<file path="src/rtl/aes_round_sched.sv">
// ============================================================================
// Module   : aes_round_sched
// Brief    : Control FSM sequencing AES-128 key expansion, pre-add and rounds
// Revision : 1.0
// ============================================================================
`default_nettype none

module aes_round_sched #(
    parameter int NUM_ROUNDS  = 10,
    parameter int KEY_TIMEOUT = 32
) (
    input  logic       clk,
    input  logic       n_rst,
    input  logic       key_valid,
    output logic       key_ready,
    output logic       chg_key,
    input  logic       change_key_done,
    input  logic       blk_valid,
    output logic       blk_ready,
    output logic       pre_add_en,
    output logic       round_en,
    output logic [3:0] cur_round,
    output logic       last_round,
    output logic       out_valid,
    input  logic       out_ready,
    output logic       key_loaded,
    output logic       key_err,
    output logic       busy
);

    localparam int TO_W = $clog2(KEY_TIMEOUT + 1);
    localparam logic [3:0]      c_LAST_RND = 4'(NUM_ROUNDS);
    localparam logic [TO_W-1:0] c_TO_LAST  = TO_W'(KEY_TIMEOUT - 1);

    typedef enum logic [2:0] {
        S_IDLE    = 3'd0,
        S_KEY_EXP = 3'd1,
        S_PRE_ADD = 3'd2,
        S_ROUND   = 3'd3,
        S_DONE    = 3'd4
    } state_t;

    state_t          r_state, w_state_nxt;
    logic [3:0]      r_rnd_cnt, w_rnd_cnt_nxt;
    logic [TO_W-1:0] r_to_cnt, w_to_cnt_nxt;
    logic            r_key_loaded, w_key_loaded_nxt;
    logic            r_key_err, w_key_err_nxt;

    always_ff @(posedge clk or negedge n_rst) begin
        if (!n_rst) begin
            r_state      <= S_IDLE;
            r_rnd_cnt    <= 4'd0;
            r_to_cnt     <= '0;
            r_key_loaded <= 1'b0;
            r_key_err    <= 1'b0;
        end else begin
            r_state      <= w_state_nxt;
            r_rnd_cnt    <= w_rnd_cnt_nxt;
            r_to_cnt     <= w_to_cnt_nxt;
            r_key_loaded <= w_key_loaded_nxt;
            r_key_err    <= w_key_err_nxt;
        end
    end

    always_comb begin
        w_state_nxt      = r_state;
        w_rnd_cnt_nxt    = r_rnd_cnt;
        w_to_cnt_nxt     = r_to_cnt;
        w_key_loaded_nxt = r_key_loaded;
        w_key_err_nxt    = r_key_err;
        case (r_state)
            S_IDLE: begin
                // A pending key always takes priority over a waiting block
                if (key_valid) begin
                    w_state_nxt      = S_KEY_EXP;
                    w_key_loaded_nxt = 1'b0;
                    w_key_err_nxt    = 1'b0;
                    w_to_cnt_nxt     = '0;
                end else if (blk_valid && r_key_loaded) begin
                    w_state_nxt   = S_PRE_ADD;
                    w_rnd_cnt_nxt = 4'd0;
                end
            end
            S_KEY_EXP: begin
                w_to_cnt_nxt = r_to_cnt + 1'b1;
                if (change_key_done) begin
                    w_key_loaded_nxt = 1'b1;
                    w_state_nxt      = S_IDLE;
                end else if (r_to_cnt == c_TO_LAST) begin
                    w_key_err_nxt = 1'b1;
                    w_state_nxt   = S_IDLE;
                end
            end
            S_PRE_ADD: begin
                w_state_nxt   = S_ROUND;
                w_rnd_cnt_nxt = 4'd1;
            end
            S_ROUND: begin
                if (r_rnd_cnt < c_LAST_RND) begin
                    w_rnd_cnt_nxt = r_rnd_cnt + 4'd1;
                end else begin
                    w_state_nxt = S_DONE;
                end
            end
            S_DONE: begin
                if (out_ready) begin
                    w_state_nxt   = S_IDLE;
                    w_rnd_cnt_nxt = 4'd0;
                end
            end
            default: begin
                w_state_nxt   = S_IDLE;
                w_rnd_cnt_nxt = 4'd0;
            end
        endcase
    end

    assign key_ready  = (r_state == S_IDLE);
    assign blk_ready  = (r_state == S_IDLE) && r_key_loaded && !key_valid;
    assign chg_key    = (r_state == S_KEY_EXP);
    assign pre_add_en = (r_state == S_PRE_ADD);
    assign round_en   = (r_state == S_ROUND);
    assign last_round = (r_state == S_ROUND) && (r_rnd_cnt == c_LAST_RND);
    assign out_valid  = (r_state == S_DONE);
    assign cur_round  = r_rnd_cnt;
    assign key_loaded = r_key_loaded;
    assign key_err    = r_key_err;
    assign busy       = (r_state != S_IDLE);

endmodule

`default_nettype wire
</file>
<file path="config.mk">
export PLATFORM = sky130hd
export DESIGN_NAME = aes_round_sched
export DESIGN_NICKNAME = d
export VERILOG_FILES = /design/src/rtl/aes_round_sched.sv
export SDC_FILE = /design/constraint.sdc
export NUM_CORES = 1
export LEC_CHECK = 0
export CAP_MARGIN = 20
export CORE_MARGIN = 2
export CORE_UTILIZATION = 59
export DETAILED_ROUTE_END_ITERATION = 8
export DONT_BUFFER_PORTS = 1
export GPL_TIMING_DRIVEN = 0
export PLACE_DENSITY = 0.76
export SYNTH_ARGS = -nofsm -noshare
export SYNTH_HDL_FRONTEND = slang
export SYNTH_SLANG_ARGS = --single-unit
</file>
<file path="constraint.sdc">
create_clock -name clk -period 1.7 [get_ports clk]
set_input_delay 0.34 -clock clk [delete_from_list [all_inputs] [get_ports clk]]
set_output_delay 0.34 -clock clk [all_outputs]
set_load 0.02 [all_outputs]
</file>
==> flow_metrics.tcl <==
set metrics [dict create \
    drive_gt1_frac 0.3646 \
    clock_latency_ns 0.28 \
    crit_start "r_state[2]" \
    end_kind "output pin" \
    drtAntennaViolNets 0 \
    fmax_mhz 527.2 \
    clockPowerShare 0.116 \
    ir_drop_uv 889.9 \
    crit_slowest_cell "dfrtp_2" \
    crit_family "simple AND/OR/NAND/NOR gates" \
    post_drt_wl_per_cell_um 14.77 \
    die_height_um 41.07 \
    relSlewSlack 0.5636 \
    first_pass_iters 4 \
    vias_per_cell 6.045 \
    diodes 0 \
    hold_viol 0 \
    synthesis.nets 92 \
    post-dp-hpwl_um 1110 \
    final.setup.tns_ns -0.5757 \
    portBuffers 0 \
    combPwrFrac 0.472 \
    drt_iter0_markers 10 \
    r2r_start "r_state[2]" \
    power_density_nw_per_um2 1637 \
    gp_congestion 0.6572 \
    grt_antenna_before_repair 0 \
    netlist_area_um2 810.8 \
    grt_max_degree 16 \
    yosys.cell_types.count 36 \
    first_global_vias 593 \
    routed_wl_um 1639 \
    grt_overflow 0 \
    path_cells "nor3_4 > inv_2 > nor3b_4" \
    slew_violations 0 \
    syn_avg_cell_area_um2 9.768 \
    path_class "reg -> out" \
    switchingPower_w 0.0007269 \
    clock_sinks 15 \
    synth_ff_type "dfrtp_1" \
    cp.arrival_ns 1.56 \
    synthArstFlopShare 1.000 \
    crit_fanout 4 \
    ys_warn_count 0 \
    grt_usage 0.2255 \
    seq_power_share 0.412 \
    cts_made_buffers 3 \
    maxCapViolations 0 \
    swShare 0.4259 \
    ioPinCount 20 \
    grt_setup_unrepaired "true" \
    start_util 0.6310 \
    setup_violations 5 \
    worst_slew_pin_slew_ns 0.6524 \
    clk_pin_slew_ns 0.09 \
    core_area_um2 1285 \
    fin_worst_skew_ns 0.008229 \
    crit_path_start_kind "flip-flop" \
    cts_max_level 1 \
    critPathBufInv 1 \
    slowest_delay_ns 0.46 \
    worstPathRequired_ns 1.36 \
    die-area_um2 1687 \
    core.rowCount 13 \
    min_from "change_key_done" \
    cts_root_buf "clkbuf_4" \
    fin_crit_sh 1.116 \
    leakage_nw 0.4727 \
    timing.final.ws_setup_ns -0.1968 \
    nNetsFinal 106 \
    synth_edf_count 0 \
    hold_class "in -> reg" \
    min_period_ns 1.897 \
    grt_pass1_wl_um 2463 \
    ctsLongestPathBuffers 2 \
    synthesis.instances 83 \
    dr_total_vias 671 \
    ys_seq_area_frac 0.4630 \
    drc 0 \
    status "complete, but fails checks" \
    pre_cts_ws_ns -0.2106 \
    area.growth.synth_to_final_pct 28.55 \
    cts_tree "done" \
    p_int_w 0.0009798 \
    ys_ff_latch 15 \
    die_x_um 41.07 \
    violations "negative setup slack" \
]
power groups by stage:
stage          registers [W]  clock network [W]  logic [W]
6_report            0.000703           0.000198   0.000806
5_1_grt             0.000727           0.000223   0.000889
4_1_cts             0.000700           0.000204   0.000731
3_5_place_dp        0.000686                  0   0.000523
3_3_place_gp        0.000685                  0   0.000501
2_1_floorplan       0.000656                  0   0.000441
worst paths after layout:
path | to | slack (ns) | depth (start not counted)
max | blk_ready | -0.20 | 3
min | r_state[0] | 0.15 | 1
max reg2reg | r_to_cnt[5] | 0 | 6
min reg2reg | r_to_cnt[3] | 0.53 | 1
max in group asynchronous | r_state[1] | 0.73 | 1
min in group asynchronous | r_state[2] | 0.52 | 1
placed cells by master (no fill, tap or decap), drive strengths merged, types with 2 or more instances in the layout:
cell type / synthesis / final
nor3b: 2 / 2
nand3: 2 / 2
buf: 2 / 11
ha: 3 / 3
clkinvlp: 0 / 2
o2bb2ai: 2 / 2
dfrtp: 15 / 15
o31ai: 2 / 2
inv: 6 / 4
nor2: 6 / 6
or2: 2 / 2
nand2: 7 / 7
o21ai: 9 / 9
a22o: 3 / 3
clkbuf: 1 / 3
a21oi: 4 / 4
synthesized netlist by cell type, types with 2 or more instances:
cell type	instances	area, um^2
ha_1	3	37.54
o21ai_1	3	15.01
nand2_1	7	26.28
inv_1	6	22.52
nor2_1	6	22.52
o2bb2ai_1	2	17.52
dfrtp_1	15	375.4
nand3_1	2	10.01
a21oi_1	4	20.02
nor3b_1	2	15.01
a22o_1	3	26.28
o21ai_0	6	30.03
logic make-up after synthesis:
family | share of synthesized area
AOI/OAI and AO/OA | 0.2161
DFF | 0.4630
xor gates and xnor gates | 0.01080
muxes | 0.02623
adders and majority gates | 0.04630
and+or+nand+nor | 0.1898
buffers and inverters | 0.04783
registers in the layout, summed over array words and instances, names as in the netlist:
| register | cells |
|---|---|
| key_loaded | 1 |
| cur_round | 4 |
| r_to_cnt | 6 |
| r_state | 3 |
| key_err | 1 |
per-stage QoR:
| stage | area, um^2 | hold slack (ns) | util | instances | power (W) |
|---|---|---|---|---|---|
| 2_1_floorplan | 825.8 | 0.04441 | - | 83 | 0.001098 |
| 3_3_place_gp | 844.6 | 0.04471 | 0.6573 | 98 | 0.001186 |
| 3_5_place_dp | 844.6 | 0.04488 | 0.6573 | 98 | 0.001209 |
| 4_1_cts | 1017 | 0.1460 | 0.7916 | 109 | 0.001635 |
| 5_1_grt | 1042 | 0.1487 | 0.8111 | 111 | 0.001840 |
| 6_report | 1042 | 0.1550 | 0.8111 | 111 | 0.001707 |
routing by layer:
layer,share of wire,vias up,global-route usage
met5,0,-,0
met4,0,0,0.02500
met3,0.037,0,0.07065
met2,0.53,14,0.3984
met1,0.44,326,0.2721
li1,-,331,-
cell type report:
cell class	count	area [um^2]
multi-input combinational	59	467.9
sequential	15	377.9
fill	72	242.7
timing repair buffer	10	97.59
inverter	6	30.03
clock buffer	3	22.52
buffer	2	22.52
tap	15	18.77
clock inverter	1	5.005
repair_timing:
action                                  CTS  global route
pin swaps                                 8             6
hold buffers                              1             0
endpoints found under the setup margin    6             8
cloned                                    0             0
setup buffers                             7             2
gates resized for setup                  20             4
hold endpoints to repair                 15             0
worst reg2reg max path, cell delays in order, from the launching register on:
cell and delay (ns):
dfrtp_2 0.46, buf_6 0.13, or3b_1 0.36, buf_6 0.14
or2_4 0.26, o211ai_2 0.15, o31ai_2 0.08
Note: power is estimated with default switching activity, not from simulation.
